--- config.mk ---
export PLATFORM = sky130hd
export DESIGN_NAME = cipher_out_serializer
export DESIGN_NICKNAME = d
export VERILOG_FILES = /design/src/rtl/cipher_out_serializer.sv
export SDC_FILE = /design/constraint.sdc
export NUM_CORES = 1
export LEC_CHECK = 0
export BUFFER_PORTS_ARGS = -buffer_cell sky130_fd_sc_hd__buf_2
export CORE_MARGIN = 5
export CORE_UTILIZATION = 64
export CTS_CLUSTER_SIZE = 12
export DETAILED_ROUTE_END_ITERATION = 10
export PLACE_DENSITY = 0.89
export SLEW_MARGIN = 10
export SYNTH_ARGS = -nofsm -noshare
export SYNTH_HDL_FRONTEND = slang
export SYNTH_SLANG_ARGS = --single-unit
--- constraint.sdc ---
create_clock -name clk -period 12.1 [get_ports clk]
set_input_delay 2.42 -clock clk [delete_from_list [all_inputs] [get_ports clk]]
set_output_delay 2.42 -clock clk [all_outputs]
set_load 0.01 [all_outputs]
--- src/rtl/cipher_out_serializer.sv ---
// cipher_out_serializer
//   Takes the 128-bit ciphertext block from the round-10 stage and buffers whole
//   blocks in a small FIFO. It sends each block out, most significant word first,
//   as WORD_WIDTH-bit words on a valid/ready stream. The AES pipeline cannot
//   stall, so an arriving block is dropped when the FIFO is full and nothing
//   leaves it in that cycle. Each drop sets the sticky OVERFLOW flag.
// Ports
//   clk, rst       clock; asynchronous active-low reset
//   IN_VALID, IN   new ciphertext block (IN is ignored when IN_VALID=0)
//   CLR_OVF        synchronous clear of OVERFLOW (a drop in the same cycle wins)
//   WORD_OUT       current output word, qualified by WORD_VALID
//   WORD_VALID     a word is available
//   WORD_READY     downstream accepts the word this cycle
//   LAST           WORD_OUT is the final word of its block
//   OVERFLOW       sticky: at least one block was dropped
//   LEVEL          blocks held, including one that is partly sent
module cipher_out_serializer #(
  parameter int BLOCK_LENGTH = 128,
  parameter int WORD_WIDTH   = 32,
  parameter int FIFO_DEPTH   = 4,
  localparam int N  = BLOCK_LENGTH / WORD_WIDTH,
  localparam int PW = $clog2(FIFO_DEPTH),
  localparam int LW = $clog2(FIFO_DEPTH) + 1,
  localparam int IW = (N > 1) ? $clog2(N) : 1
) (
  input  logic                    clk,
  input  logic                    rst,
  input  logic                    IN_VALID,
  input  logic [BLOCK_LENGTH-1:0] IN,
  input  logic                    CLR_OVF,
  output logic [WORD_WIDTH-1:0]   WORD_OUT,
  output logic                    WORD_VALID,
  input  logic                    WORD_READY,
  output logic                    LAST,
  output logic                    OVERFLOW,
  output logic [LW-1:0]           LEVEL
);

  typedef enum logic {IDLE, STREAM} state_t;

  state_t                  state, state_nxt;
  logic [BLOCK_LENGTH-1:0] mem [FIFO_DEPTH];
  logic [PW-1:0]           head, tail;
  logic [IW-1:0]           idx;
  logic [LW-1:0]           level;
  logic                    ovf;

  logic                    xfer, pop, push, drop, full;
  logic [BLOCK_LENGTH-1:0] head_blk;
  logic [WORD_WIDTH-1:0]   words [N];

  // The head block is split into words in output order (MSW = word 0). The
  // output is a mux on registered state only, so it stays stable under stall.
  assign head_blk = mem[head];
  for (genvar g = 0; g < N; g++) begin : g_split
    assign words[g] = head_blk[BLOCK_LENGTH-1-g*WORD_WIDTH -: WORD_WIDTH];
  end

  assign WORD_VALID = (state == STREAM);
  assign WORD_OUT   = WORD_VALID ? words[idx] : '0;
  assign LAST       = WORD_VALID && (idx == IW'(N-1));
  assign OVERFLOW   = ovf;
  assign LEVEL      = level;

  assign full = (level == LW'(FIFO_DEPTH));
  assign xfer = WORD_VALID && WORD_READY;
  assign pop  = xfer && LAST;
  // A pop in the same cycle frees a slot, so a full FIFO can still accept a block.
  assign push = IN_VALID && (!full || pop);
  assign drop = IN_VALID && full && !pop;

  always_comb begin
    state_nxt = state;
    case (state)
      IDLE:    if (push) state_nxt = STREAM;
      STREAM:  if (pop && level == LW'(1) && !push) state_nxt = IDLE;
      default: state_nxt = IDLE;
    endcase
  end

  always_ff @(posedge clk or negedge rst) begin
    if (!rst) state <= IDLE;
    else      state <= state_nxt;
  end

  always_ff @(posedge clk or negedge rst) begin
    if (!rst) begin
      head  <= '0;
      tail  <= '0;
      idx   <= '0;
      level <= '0;
      ovf   <= 1'b0;
    end else begin
      if (xfer) idx <= LAST ? '0 : idx + IW'(1);
      if (pop)  head <= head + PW'(1);
      if (push) tail <= tail + PW'(1);
      case ({push, pop})
        2'b10:   level <= level + LW'(1);
        2'b01:   level <= level - LW'(1);
        default: level <= level;
      endcase
      if (drop)         ovf <= 1'b1;
      else if (CLR_OVF) ovf <= 1'b0;
    end
  end

  // Storage needs no reset: the output is gated by WORD_VALID and LEVEL tracks
  // which entries are live.
  always_ff @(posedge clk) begin
    if (push) mem[tail] <= IN;
  end

endmodule

==> results of run 1 <==
[metal layers]
metal	global-route usage, %	up-vias	routed length [µm]
met5	0	-	56
met4	8.49	10	1500
met3	5.00	101	3990
met2	40.4	729	22400
met1	35.5	5617	18000
li1	-	4774	-
[cells in the final DEF, fill, tap and decap left out, types with 2 or more instances in the layout]
| cell | Yosys | final |
|---|---|---|
| sky130_fd_sc_hd__dfrtp_1 | 11 | 10 |
| sky130_fd_sc_hd__ha_1 | 9 | 9 |
| sky130_fd_sc_hd__o22ai_1 | 21 | 21 |
| sky130_fd_sc_hd__nor2_1 | 3 | 3 |
| sky130_fd_sc_hd__nand2_1 | 58 | 58 |
| sky130_fd_sc_hd__buf_4 | 0 | 11 |
| sky130_fd_sc_hd__xnor2_1 | 4 | 4 |
| sky130_fd_sc_hd__edfxtp_1 | 512 | 512 |
| sky130_fd_sc_hd__a21oi_1 | 3 | 3 |
| sky130_fd_sc_hd__clkinv_1 | 0 | 2 |
| sky130_fd_sc_hd__o21ai_0 | 4 | 4 |
| sky130_fd_sc_hd__buf_2 | 24 | 170 |
| sky130_fd_sc_hd__diode_2 | 0 | 12 |
| sky130_fd_sc_hd__nand3_1 | 2 | 2 |
| sky130_fd_sc_hd__o21ai_1 | 19 | 19 |
| sky130_fd_sc_hd__inv_6 | 0 | 2 |
| sky130_fd_sc_hd__a22oi_1 | 106 | 106 |
| sky130_fd_sc_hd__mux4_2 | 11 | 11 |
| sky130_fd_sc_hd__a221oi_2 | 3 | 3 |
| sky130_fd_sc_hd__and2_4 | 0 | 4 |
| sky130_fd_sc_hd__mux2_2 | 3 | 3 |
| sky130_fd_sc_hd__clkbuf_1 | 8 | 16 |
| sky130_fd_sc_hd__inv_1 | 7 | 7 |
| sky130_fd_sc_hd__mux2i_1 | 234 | 234 |
| sky130_fd_sc_hd__nor2b_4 | 0 | 2 |
| sky130_fd_sc_hd__a221oi_1 | 8 | 8 |
| sky130_fd_sc_hd__clkbuf_16 | 0 | 50 |
[kinds of logic (layout without fill, tap and decap cells)]
| group | after synthesis | in the layout | share of synthesized area (%) |
|---|---|---|---|
| AOI/OAI and AO/OA | 170 | 170 | 5.94 |
| buffers and inverters | 70 | 261 | 3.00 |
| DFF | 523 | 523 | 76.0 |
| adders and majority gates | 9 | 9 | 0.547 |
| other | 0 | 12 | 0 |
| muxes | 248 | 248 | 12.7 |
| and+or+nand+nor | 77 | 77 | 1.60 |
| xor gates and xnor gates | 4 | 4 | 0.170 |
[how the worst max path moves through the flow]
stage,from,to,slack [ps]
5_1_grt,idx[0]$_DFFE_PN0N_,WORD_OUT[18],5890
4_1_cts,idx[0]$_DFFE_PN0N_,WORD_OUT[14],6030
3_5_place_dp,idx[0]$_DFFE_PN0N_,WORD_OUT[17],6650
6_report,idx[0]$_DFFE_PN0N_,WORD_OUT[14],5990
3_3_place_gp,idx[0]$_DFFE_PN0N_,WORD_OUT[17],6700
2_1_floorplan,WORD_READY,mem[0][0]$_DFFE_PP_,5740
[flip-flops by register name, summed over array words and instances (netlist names)]
register    flops
mem           512
LEVEL           3
head            2
idx             2
tail            2
OVERFLOW        1
WORD_VALID      1
[cell usage after synthesis, types with 8 or more instances]
| cell | n |
|---|---|
| sky130_fd_sc_hd__ha_1 | 9 |
| sky130_fd_sc_hd__mux4_2 | 11 |
| sky130_fd_sc_hd__buf_2 | 24 |
| sky130_fd_sc_hd__mux2i_1 | 234 |
| sky130_fd_sc_hd__buf_12 | 10 |
| sky130_fd_sc_hd__buf_6 | 17 |
| sky130_fd_sc_hd__a221oi_1 | 8 |
| sky130_fd_sc_hd__dfrtp_1 | 11 |
| sky130_fd_sc_hd__o22ai_1 | 21 |
| sky130_fd_sc_hd__a22oi_1 | 106 |
| sky130_fd_sc_hd__edfxtp_1 | 512 |
| sky130_fd_sc_hd__o21ai_1 | 19 |
| sky130_fd_sc_hd__nand2_1 | 58 |
| sky130_fd_sc_hd__clkbuf_1 | 8 |
[layout make-up]
class	count	area (µm²)	share of cell area, %
Antenna cell	12	30.0	0.131
Clock buffer	66	1310	5.72
Inverter	7	26.3	0.115
Clock inverter	6	71.3	0.311
Sequential cell	523	15700	68.3
Timing Repair Buffer	182	953	4.16
Tap cell	402	503	2.20
Multi-Input combinational cell	508	4360	19.0
[power by group]
group | internal, mW | switching [mW]
Clock | 0.772 | 0.617
Sequential | 2.40 | 0.148
Combinational | 0.677 | 1.23
[worst max-delay path, stage by stage, from the launching register on]
cell and delay (ps):
sky130_fd_sc_hd__dfrtp_1 960, sky130_fd_sc_hd__nor2b_4 800, sky130_fd_sc_hd__buf_4 610, sky130_fd_sc_hd__a22oi_1 220, sky130_fd_sc_hd__nand2_1 180, sky130_fd_sc_hd__o22ai_1 130
sky130_fd_sc_hd__buf_2 180
==> flow_summary.yaml, run 1 <==
run_status:
  run_status: "completed"
synth:
  synth.lib_cells_used.distinct: 38
  yosys.area.top_type_share_pct: 74.7
  synth_seq_area_share_pct: 76.0
  netlist_area_um2: 20600
  synth_enable_flop_cells: 512
  post_synth_inst_count: 1101
  post_synth_main_area_contributors: "sky130_fd_sc_hd__edfxtp_1 (75%), sky130_fd_sc_hd__mux2i_1 (11%), sky130_fd_sc_hd__a22oi_1 (3.9%), sky130_fd_sc_hd__dfrtp_1 (1.3%), sky130_fd_sc_hd__mux4_2 (1.2%)"
  ys_dominant_reg_cell: "sky130_fd_sc_hd__edfxtp_1"
  synth_fp_nets: 1243
  avgSynthCellArea_um2: 18.7
  synth_largest_area_cell: "sky130_fd_sc_hd__edfxtp_1"
  postSynthRegisterBits: 523
  yosys_warnings: 0
  synth_async_sr_flop_share_pct: 2.10
global_routing:
  grt_usage_pct: 25.2
  largest_net_degree_at_the_start_of_global_routing: 149
  first_global_vias: 11300
  sum_of_overflow_across_all_layers_after_global_routing: 0
  grt_first_pass_wirelength_um: 68700
  number_of_antenna_violations_at_the_first_check_in_global_routing: 15
cts:
  ctsResizeCount: 0
  clock-sinks: 523
  cts_root_buffer: "sky130_fd_sc_hd__clkbuf_16"
  clk_pin_slew_worst_paths_ps: 60
  clk-insertion-delay-late_ps: 560
  cts-htree-levels: 2
  postCtsSetupRepairBufs: 0
  cts_tree: "done"
  tritoncts.num_buffers: 50
  clockBufferDepth: 3
  holdBufCountCts: 0
floorplanning:
  row_count: 65
  die_y_um: 189
  io-pin-count: 171
  start_util_pct: 65.1
  fp.coreArea_um2: 31600
  die_w_um: 189
  die-area_um2: 35900
drt:
  dr_total_vias: 11200
  drt_drc_violations_left: 0
  routed_via_density: 6.58
  drt_pre_antenna_iters: 5
  first_iter_violations: 1615
  drt-wirelength-per-cell_um: 26.9
  wirelength_um: 46000
  post_detailed_route_count_of_antenna_violating_nets: 0
final_layout:
  area_delta_synth_final_pct: 11.2
  finish.instance_area_um2: 22900
  fill_cells: 1676
  share_of_final_layout_standard_cells_stronger_than_drive_strength_1_pct: 20.4
  final_core_util_pct: 72.4
  finish.cell_count_without_fillers: 1706
  nets: 1414
power:
  power-per-cell-area_nw_per_um2: 255
  vdd.ir_drop.worst_uv: 223
  total_power_mw: 5.85
  leakage_nw: 8.34
critical_path:
  critical_path.max_fanout: 41
  criticalPathCategory: "reg -> out"
  r2r_cells: 6
  worst_reg2reg_endpoint: "mem[1][27]$_DFFE_PP_"
  critical_path.startpoint_type: "flip-flop"
  crit_arrival_ps: 3690
  timing.critical_path.to_type: "output pin"
  required_arrival_time_at_the_worst_endpoint_ps: 9680
  reg2reg_from: "idx[0]$_DFFE_PN0N_"
  r2r_slack_ps: 8000
sta:
  postLayoutSetupSlackWorst_ps: 5990
  maxSlewHeadroom_pct: 22.4
  final_hold_viol_count: 0
  timing_worst_slew_pin_value_ps: 1160
  fin_worst_hold_slack_ps: 530
  min_period_over_period_pct: 50.5
  fmaxAchievable_mhz: 164
  finalWorstPathRequiredPeriod_ps: 6110
  finalSetupTns_ps: 0
  rsz0062_at_grt: "no"
  slew_viol_final: 0
  setup_violations: 0
  finClkSkew_ps: 18.3
place:
  place_inst: 1622
  numPortBuffers: 170
  gp_routability_congestion: 0.835
  placement.setup.worst_slack_ps: 6650
  detailedPlacementHpwl_um: 25400
  post_dp_cell_area_um2: 21500
hold_path:
  holdCritPathClass: "reg -> reg"
  min_delay_worst_endpoint: "LEVEL[2]$_DFFE_PN0P_"
  hold_depth: 1
  worst_hold_startpoint: "LEVEL[2]$_DFFE_PN0P_"
job:
  cap_violations: 0
(Power assumes the default switching activity.)
==> inputs of run 2 (changes only) <==
--- a/config.mk
+++ b/config.mk
@@ -7,10 +7,10 @@
 export LEC_CHECK = 0
 export BUFFER_PORTS_ARGS = -buffer_cell sky130_fd_sc_hd__buf_2
 export CORE_MARGIN = 5
-export CORE_UTILIZATION = 64
+export CORE_UTILIZATION = 59
 export CTS_CLUSTER_SIZE = 12
 export DETAILED_ROUTE_END_ITERATION = 10
-export PLACE_DENSITY = 0.89
+export PLACE_DENSITY = 0.83
 export SLEW_MARGIN = 10
 export SYNTH_ARGS = -nofsm -noshare
 export SYNTH_HDL_FRONTEND = slang
==> constraint.sdc (replaced) <==
create_clock -name clk -period 6.01 [get_ports clk]
set_input_delay 1.202 -clock clk [delete_from_list [all_inputs] [get_ports clk]]
set_output_delay 1.202 -clock clk [all_outputs]
set_load 0.01 [all_outputs]
==> run 2 against run 1 <==
  * Sequential cell count is the same
  * Utilization shrank 5.6 points
  * Design area increased by 0.73%
  * Die area up 8.0%
  * Critical endpoint is now WORD_OUT[17]
  * Largest power group unchanged
  * Highest routed layer unchanged
==> flow_summary.yaml, run 2 (synthesized netlist as in run 1, its figures left out) <==
global_routing:
  grt_usage_pct: 23.1
  first_global_vias: 11300
  number_of_antenna_violations_at_the_first_check_in_global_routing: 15
  grt_first_pass_wirelength_um: 68200
  largest_net_degree_at_the_start_of_global_routing: 72
  sum_of_overflow_across_all_layers_after_global_routing: 0
power:
  clock_power_share_pct: 23.4
  switchingPower_mw: 3.96
  power.share.sequential_pct: 43.9
  vdd.ir_drop.worst_uv: 359
  pwr-share-comb_pct: 32.7
  cellInternalPower_mw: 7.75
  p_sw_share_pct: 33.8
  leakage_nw: 8.41
  power-per-cell-area_nw_per_um2: 507
final_layout:
  layout.cells.most_common_list: "sky130_fd_sc_hd__edfxtp_1 (512), sky130_fd_sc_hd__mux2i_1 (234), sky130_fd_sc_hd__buf_2 (170)"
  largest_register_ff_count: 512
  regMostFlops: "mem"
  area_delta_synth_final_pct: 12.0
  layout_commonest_cell: "sky130_fd_sc_hd__edfxtp_1"
  finish.instance_area_um2: 23100
  fill_cells: 2246
  share_of_final_layout_standard_cells_stronger_than_drive_strength_1_pct: 21.1
  nets: 1425
critical_path:
  required_arrival_time_at_the_worst_endpoint_ps: 4810
  timing.critical_path.buf_inv: 2
  critical_path.startpoint_type: "flip-flop"
  critical-path-max-stage-delay_ps: 890
  crit_arrival_ps: 3490
  crit_path_top_delay_cell: "sky130_fd_sc_hd__dfrtp_1"
  timing.critical_path.to_type: "output pin"
  path_cells: "nor2b_4 > buf_4 > a22oi_1 > nand2_1 > o22ai_1 > buf_2"
  criticalPathCategory: "reg -> out"
  critical_path.max_fanout: 45
  timing.critical_path.max_delay_family: "flip-flops"
sta:
  slew_viol_final: 0
  finalWorstPathRequiredPeriod_ps: 4690
  min_period_over_period_pct: 78.1
  finalSetupTns_ps: 0
  maxSlewHeadroom_pct: 15.7
  timing_worst_slew_pin_value_ps: 1260
  setup_violations: 0
  fmaxAchievable_mhz: 213
  rsz0062_at_grt: "no"
  finClkSkew_ps: 13.2
  final_hold_viol_count: 0
floorplanning:
  die_w_um: 197
  start_util_pct: 59.6
  row_count: 68
  fp.coreArea_um2: 34500
  die_y_um: 197
  io-pin-count: 171
  die-area_um2: 38700
cts:
  cts_tree: "done"
  clk-insertion-delay-late_ps: 570
  clockBufferDepth: 3
  holdBufCountCts: 0
  postCtsSetupRepairBufs: 0
  clk_pin_slew_worst_paths_ps: 60
  ctsResizeCount: 0
  tritoncts.num_buffers: 50
  cts-htree-levels: 2
  cts_root_buffer: "sky130_fd_sc_hd__clkbuf_16"
  clock-sinks: 523
drt:
  post_detailed_route_count_of_antenna_violating_nets: 0
  first_iter_violations: 1091
  drt_drc_violations_left: 0
  drt_pre_antenna_iters: 5
  drt-wirelength-per-cell_um: 25.6
  routed_via_density: 6.20
  wirelength_um: 45300
  dr_total_vias: 11000
place:
  post_dp_cell_area_um2: 21700
  numPortBuffers: 170
  gp_routability_congestion: 0.840
  detailedPlacementHpwl_um: 28100
hold_path:
  holdCritPathClass: "in -> async"
run_status:
  run_status: "completed"
job:
  cap_violations: 0
## run 2: changes by cell type in the layout (fill, tap and decap cells not counted), sizes merged
| cell | before | now |
|---|---|---|
| clkbuf | 66 | 68 |
| clkinv | 3 | 2 |
| buf | 182 | 193 |
| bufinv | 1 | 0 |
| diode | 12 | 10 |
## run 2: metal layers
| metal | vias to the layer above | global-route usage, % | wire length [µm] |
|---|---|---|---|
| met1 | 5456 | 33.2 | 18300 |
| met3 | 127 | 5.85 | 4360 |
| li1 | 4791 | - | - |
| met4 | 14 | 7.58 | 1500 |
| met2 | 568 | 35.5 | 21100 |
| met5 | - | 0 | 94 |
## run 2: area by class of cell
| cell class | instances | area, µm² | area share [%] |
|---|---|---|---|
| Sequential cell | 523 | 15700 | 67.8 |
| Tap cell | 455 | 569 | 2.47 |
| Inverter | 7 | 26.3 | 0.114 |
| Timing Repair Buffer | 193 | 1070 | 4.65 |
| Multi-Input combinational cell | 508 | 4360 | 18.9 |
| Antenna cell | 10 | 25.0 | 0.108 |
| Clock inverter | 4 | 38.8 | 0.168 |
| Clock buffer | 68 | 1330 | 5.76 |
## run 2: stage by stage
step                hold WS, ps  utilization (%)  power (mW)  setup slack, ps  cells
finish                      500             66.8        11.7             1320   1768
global route                498             66.8        12.2             1190   1765
CTS                         491             66.7        11.7             1340   1758
detailed placement          495             62.8        8.97             1960   1686
global placement            493             62.8        8.87             2040   1686
floorplan                   520                -        7.92              871   1101
## run 2: path summary, 6_finish.rpt
check                                          start                    end  slack, ps  depth (start not counted)
worst max-delay path              idx[0]$_DFFE_PN0N_           WORD_OUT[17]       1320                          6
worst min-delay path                             rst     idx[1]$_DFFE_PN0N_        500                          1
worst max register to register    idx[0]$_DFFE_PN0N_  mem[2][107]$_DFFE_PP_       2280                          6
worst min register to register  OVERFLOW$_DFFE_PN0P_   OVERFLOW$_DFFE_PN0P_        520                          1
max in group asynchronous                        rst    head[0]$_DFFE_PN0N_       5280                          1
min in group clk                OVERFLOW$_DFFE_PN0P_   OVERFLOW$_DFFE_PN0P_        520                          1
## run 2: power groups by stage
stage	sequential [mW]	clock [mW]	combinational, mW
global placement	5.16	0	3.71
finish	5.14	2.73	3.83
CTS	5.14	2.77	3.81
floorplan	5.12	0	2.80
global route	5.20	2.93	4.07
detailed placement	5.21	0	3.77
==> inputs of run 3 (changes only) <==
--- a/config.mk
+++ b/config.mk
@@ -5,12 +5,13 @@
 export SDC_FILE = /design/constraint.sdc
 export NUM_CORES = 1
 export LEC_CHECK = 0
+export ABC_AREA = 1
 export BUFFER_PORTS_ARGS = -buffer_cell sky130_fd_sc_hd__buf_2
 export CORE_MARGIN = 5
-export CORE_UTILIZATION = 59
+export CORE_UTILIZATION = 60
 export CTS_CLUSTER_SIZE = 12
 export DETAILED_ROUTE_END_ITERATION = 10
-export PLACE_DENSITY = 0.83
+export PLACE_DENSITY = 0.84
 export SLEW_MARGIN = 10
 export SYNTH_ARGS = -nofsm -noshare
 export SYNTH_HDL_FRONTEND = slang
==> constraint.sdc (replaced) <==
create_clock -name clk -period 4.7 [get_ports clk]
set_input_delay 0.94 -clock clk [delete_from_list [all_inputs] [get_ports clk]]
set_output_delay 0.94 -clock clk [all_outputs]
set_load 0.01 [all_outputs]
==> run 3 against run 2 <==
  * Clock-buffer cell count rose by 5
  * Sequential share of layout area fell by 5.3 points
  * Synthesized cell count rose by 88%
  * Die area rose by 5.7%
==> flow_summary.yaml, run 3 <==
synth:
  synth_seq_area_share_pct: 70.5
  synth_top_family_by_area: "simple AND/OR/NAND/NOR gates"
  synth.lib_cells_used.distinct: 20
  netlist_area_um2: 22200
  synth-compound-area-share_pct: 0.947
  post_synth_main_area_contributors: "sky130_fd_sc_hd__edfxtp_1 (69%), sky130_fd_sc_hd__nand2_1 (13%), sky130_fd_sc_hd__nand3_1 (7.3%), sky130_fd_sc_hd__inv_1 (4.6%), sky130_fd_sc_hd__buf_2 (1.4%)"
  post-synth-top-count-cell: "sky130_fd_sc_hd__nand2_1"
  post_synth_inst_count: 2069
  yosys-top-cells-count: "sky130_fd_sc_hd__nand2_1 (776), sky130_fd_sc_hd__edfxtp_1 (512), sky130_fd_sc_hd__nand3_1 (322)"
  yosys.area_share.simple_pct: 20.6
  yosys_warnings: 0
  postSynthRegisterBits: 523
  adder_cell_area_share_of_the_yosys_netlist_pct: 0.507
  synth_async_sr_flop_share_pct: 2.10
  synth_largest_area_cell: "sky130_fd_sc_hd__edfxtp_1"
  synth_enable_flop_cells: 512
  yosys.area.top_type_share_pct: 69.3
  xor_and_xnor_area_share_after_synthesis_pct: 0.276
  ys_dominant_reg_cell: "sky130_fd_sc_hd__edfxtp_1"
  synth_fp_nets: 2211
  avgSynthCellArea_um2: 10.7
  synth.area.mux_share_pct: 0
floorplanning:
  die_y_um: 202
  row_count: 70
  io-pin-count: 171
  die_w_um: 202
  start_util_pct: 60.6
  die-area_um2: 40900
  fp.coreArea_um2: 36600
final_layout:
  fill_cells: 2352
  layout_commonest_cell: "sky130_fd_sc_hd__nand2_1"
  share_of_final_layout_standard_cells_stronger_than_drive_strength_1_pct: 12.0
  regMostFlops: "mem"
  final_core_util_pct: 68.4
  area_delta_synth_final_pct: 12.8
  largest_register_ff_count: 512
  layout.cells.most_common_list: "sky130_fd_sc_hd__nand2_1 (776), sky130_fd_sc_hd__edfxtp_1 (512), sky130_fd_sc_hd__nand3_1 (322)"
  nets: 2358
cts:
  ctsResizeCount: 0
  clk_pin_slew_worst_paths_ps: 60
  cts_root_buffer: "sky130_fd_sc_hd__clkbuf_16"
  cts_tree: "done"
  tritoncts.num_buffers: 51
  clock-sinks: 523
  cts-htree-levels: 2
  clk-insertion-delay-late_ps: 570
  holdBufCountCts: 0
  postCtsSetupRepairBufs: 0
  clockBufferDepth: 3
place:
  detailedPlacementHpwl_um: 33600
  gp_routability_congestion: 0.829
  numPortBuffers: 170
drt:
  drt-wirelength-per-cell_um: 20.6
  drt_drc_violations_left: 0
  routed_via_density: 5.76
  wirelength_um: 56000
  drt_pre_antenna_iters: 5
  post_detailed_route_count_of_antenna_violating_nets: 0
  first_iter_violations: 2100
  dr_total_vias: 15700
run_status:
  run_status: "completed"
critical_path:
  reg2reg_from: "idx[1]$_DFFE_PN0N_"
  criticalPathCategory: "reg -> out"
  r2r_slack_ps: 1450
  critical_path.startpoint_type: "flip-flop"
  timing.critical_path.to_type: "output pin"
  critical_path.max_fanout: 256
  required_arrival_time_at_the_worst_endpoint_ps: 3760
  worst_reg2reg_endpoint: "mem[2][39]$_DFFE_PP_"
  r2r_cells: 6
  crit_arrival_ps: 3180
power:
  vdd.ir_drop.worst_uv: 587
  leakage_nw: 10.7
  power-per-cell-area_nw_per_um2: 645
sta:
  fmaxAchievable_mhz: 243
  maxSlewHeadroom_pct: 7.05
  fin_worst_hold_slack_ps: 237
  min_period_over_period_pct: 87.7
  finalSetupTns_ps: 0
  finClkSkew_ps: 13.4
  finalWorstPathRequiredPeriod_ps: 4120
  final_hold_viol_count: 0
  slew_viol_final: 0
  setup_violations: 0
  rsz0062_at_grt: "no"
  timing_worst_slew_pin_value_ps: 1390
hold_path:
  holdCritPathClass: "in -> async"
global_routing:
  grt_usage_pct: 26.9
  number_of_antenna_violations_at_the_first_check_in_global_routing: 34
  largest_net_degree_at_the_start_of_global_routing: 257
  grt_first_pass_wirelength_um: 85900
  first_global_vias: 15400
  sum_of_overflow_across_all_layers_after_global_routing: 0
job:
  cap_violations: 0
run 3: cell count changes after synthesis, moves of 10 or more:
cell	before	now
sky130_fd_sc_hd__mux2i_1	234	0
sky130_fd_sc_hd__a21oi_1	3	34
sky130_fd_sc_hd__o21ai_1	19	0
sky130_fd_sc_hd__buf_2	24	61
sky130_fd_sc_hd__buf_6	17	6
sky130_fd_sc_hd__buf_12	10	0
sky130_fd_sc_hd__nand2_1	58	776
sky130_fd_sc_hd__a22oi_1	106	0
sky130_fd_sc_hd__o22ai_1	21	1
sky130_fd_sc_hd__inv_1	7	272
sky130_fd_sc_hd__buf_1	1	16
sky130_fd_sc_hd__mux4_2	11	0
sky130_fd_sc_hd__nand3_1	2	322
sky130_fd_sc_hd__buf_4	0	12
run 3: worst max-delay path by stage:
stage / endpoint / cells past startpoint / startpoint / slack [ps]
floorplan: mem[0][0]$_DFFE_PP_ / 4 / WORD_READY / -470
global placement: WORD_OUT[11] / 8 / head[0]$_DFFE_PN0N_ / 1380
detailed placement: WORD_OUT[14] / 8 / head[0]$_DFFE_PN0N_ / 1370
CTS: WORD_OUT[14] / 8 / head[0]$_DFFE_PN0N_ / 770
global route: WORD_OUT[14] / 8 / head[0]$_DFFE_PN0N_ / 610
finish: WORD_OUT[31] / 8 / head[0]$_DFFE_PN0N_ / 580
run 3: through the flow:
step                total power [mW]  cell area, µm²  setup WS [ps]  instances
floorplan                       10.4           22200           -471       2069
global placement                12.1           23500           1380       2631
detailed placement              12.3           23500           1370       2631
CTS                             16.1           25000            770       2709
global route                    16.9           25000            612       2721
finish                          16.1           25000            579       2724
run 3: cell families after synthesis:
| logic type | count (synthesis) |
|---|---|
| simple gates | 1107 |
| flops | 523 |
| buf+inv | 382 |
| compound gates | 41 |
| fa+ha+maj | 9 |
| xor+xnor | 7 |
run 3: report_power, final:
group | leakage (nW) | switching (mW) | internal [mW] | total [mW]
Clock | 0.703 | 1.59 | 2.11 | 3.70
Sequential | 4.82 | 0.264 | 6.14 | 6.40
Combinational | 5.13 | 4.28 | 1.76 | 6.03
Total | 10.7 | 6.13 | 10.0 | 16.1
run 3: cell type report:
class | count | area (µm²) | share of cell area (%)
flip-flops and latches | 523 | 15700 | 62.5
repair buffers | 203 | 1290 | 5.14
diodes | 15 | 37.5 | 0.150
clock inverters | 5 | 45.0 | 0.180
well taps | 468 | 586 | 2.34
clock buffers | 73 | 1410 | 5.64
multi-input cells | 1164 | 4980 | 19.9
inverters | 273 | 1030 | 4.12
run 3: worst max-delay path, stage by stage (launching register included):
cell	delay, ps
sky130_fd_sc_hd__dfrtp_4	450
sky130_fd_sc_hd__buf_12	600
sky130_fd_sc_hd__nand2_1	220
sky130_fd_sc_hd__nand2_1	170
sky130_fd_sc_hd__nand2_1	80
sky130_fd_sc_hd__nand3_1	80
sky130_fd_sc_hd__nand3_1	90
sky130_fd_sc_hd__a21oi_1	280
sky130_fd_sc_hd__buf_2	200
run 3: per-layer routing:
| layer | GRT usage (%) | part of all wire [%] | vias up |
|---|---|---|---|
| li1 | - | - | 7085 |
| met1 | 35.7 | 37 | 7375 |
| met2 | 43.2 | 48 | 1010 |
| met3 | 7.04 | 12 | 180 |
| met4 | 10.6 | 3.4 | 34 |
| met5 | 0 | 0.36 | - |
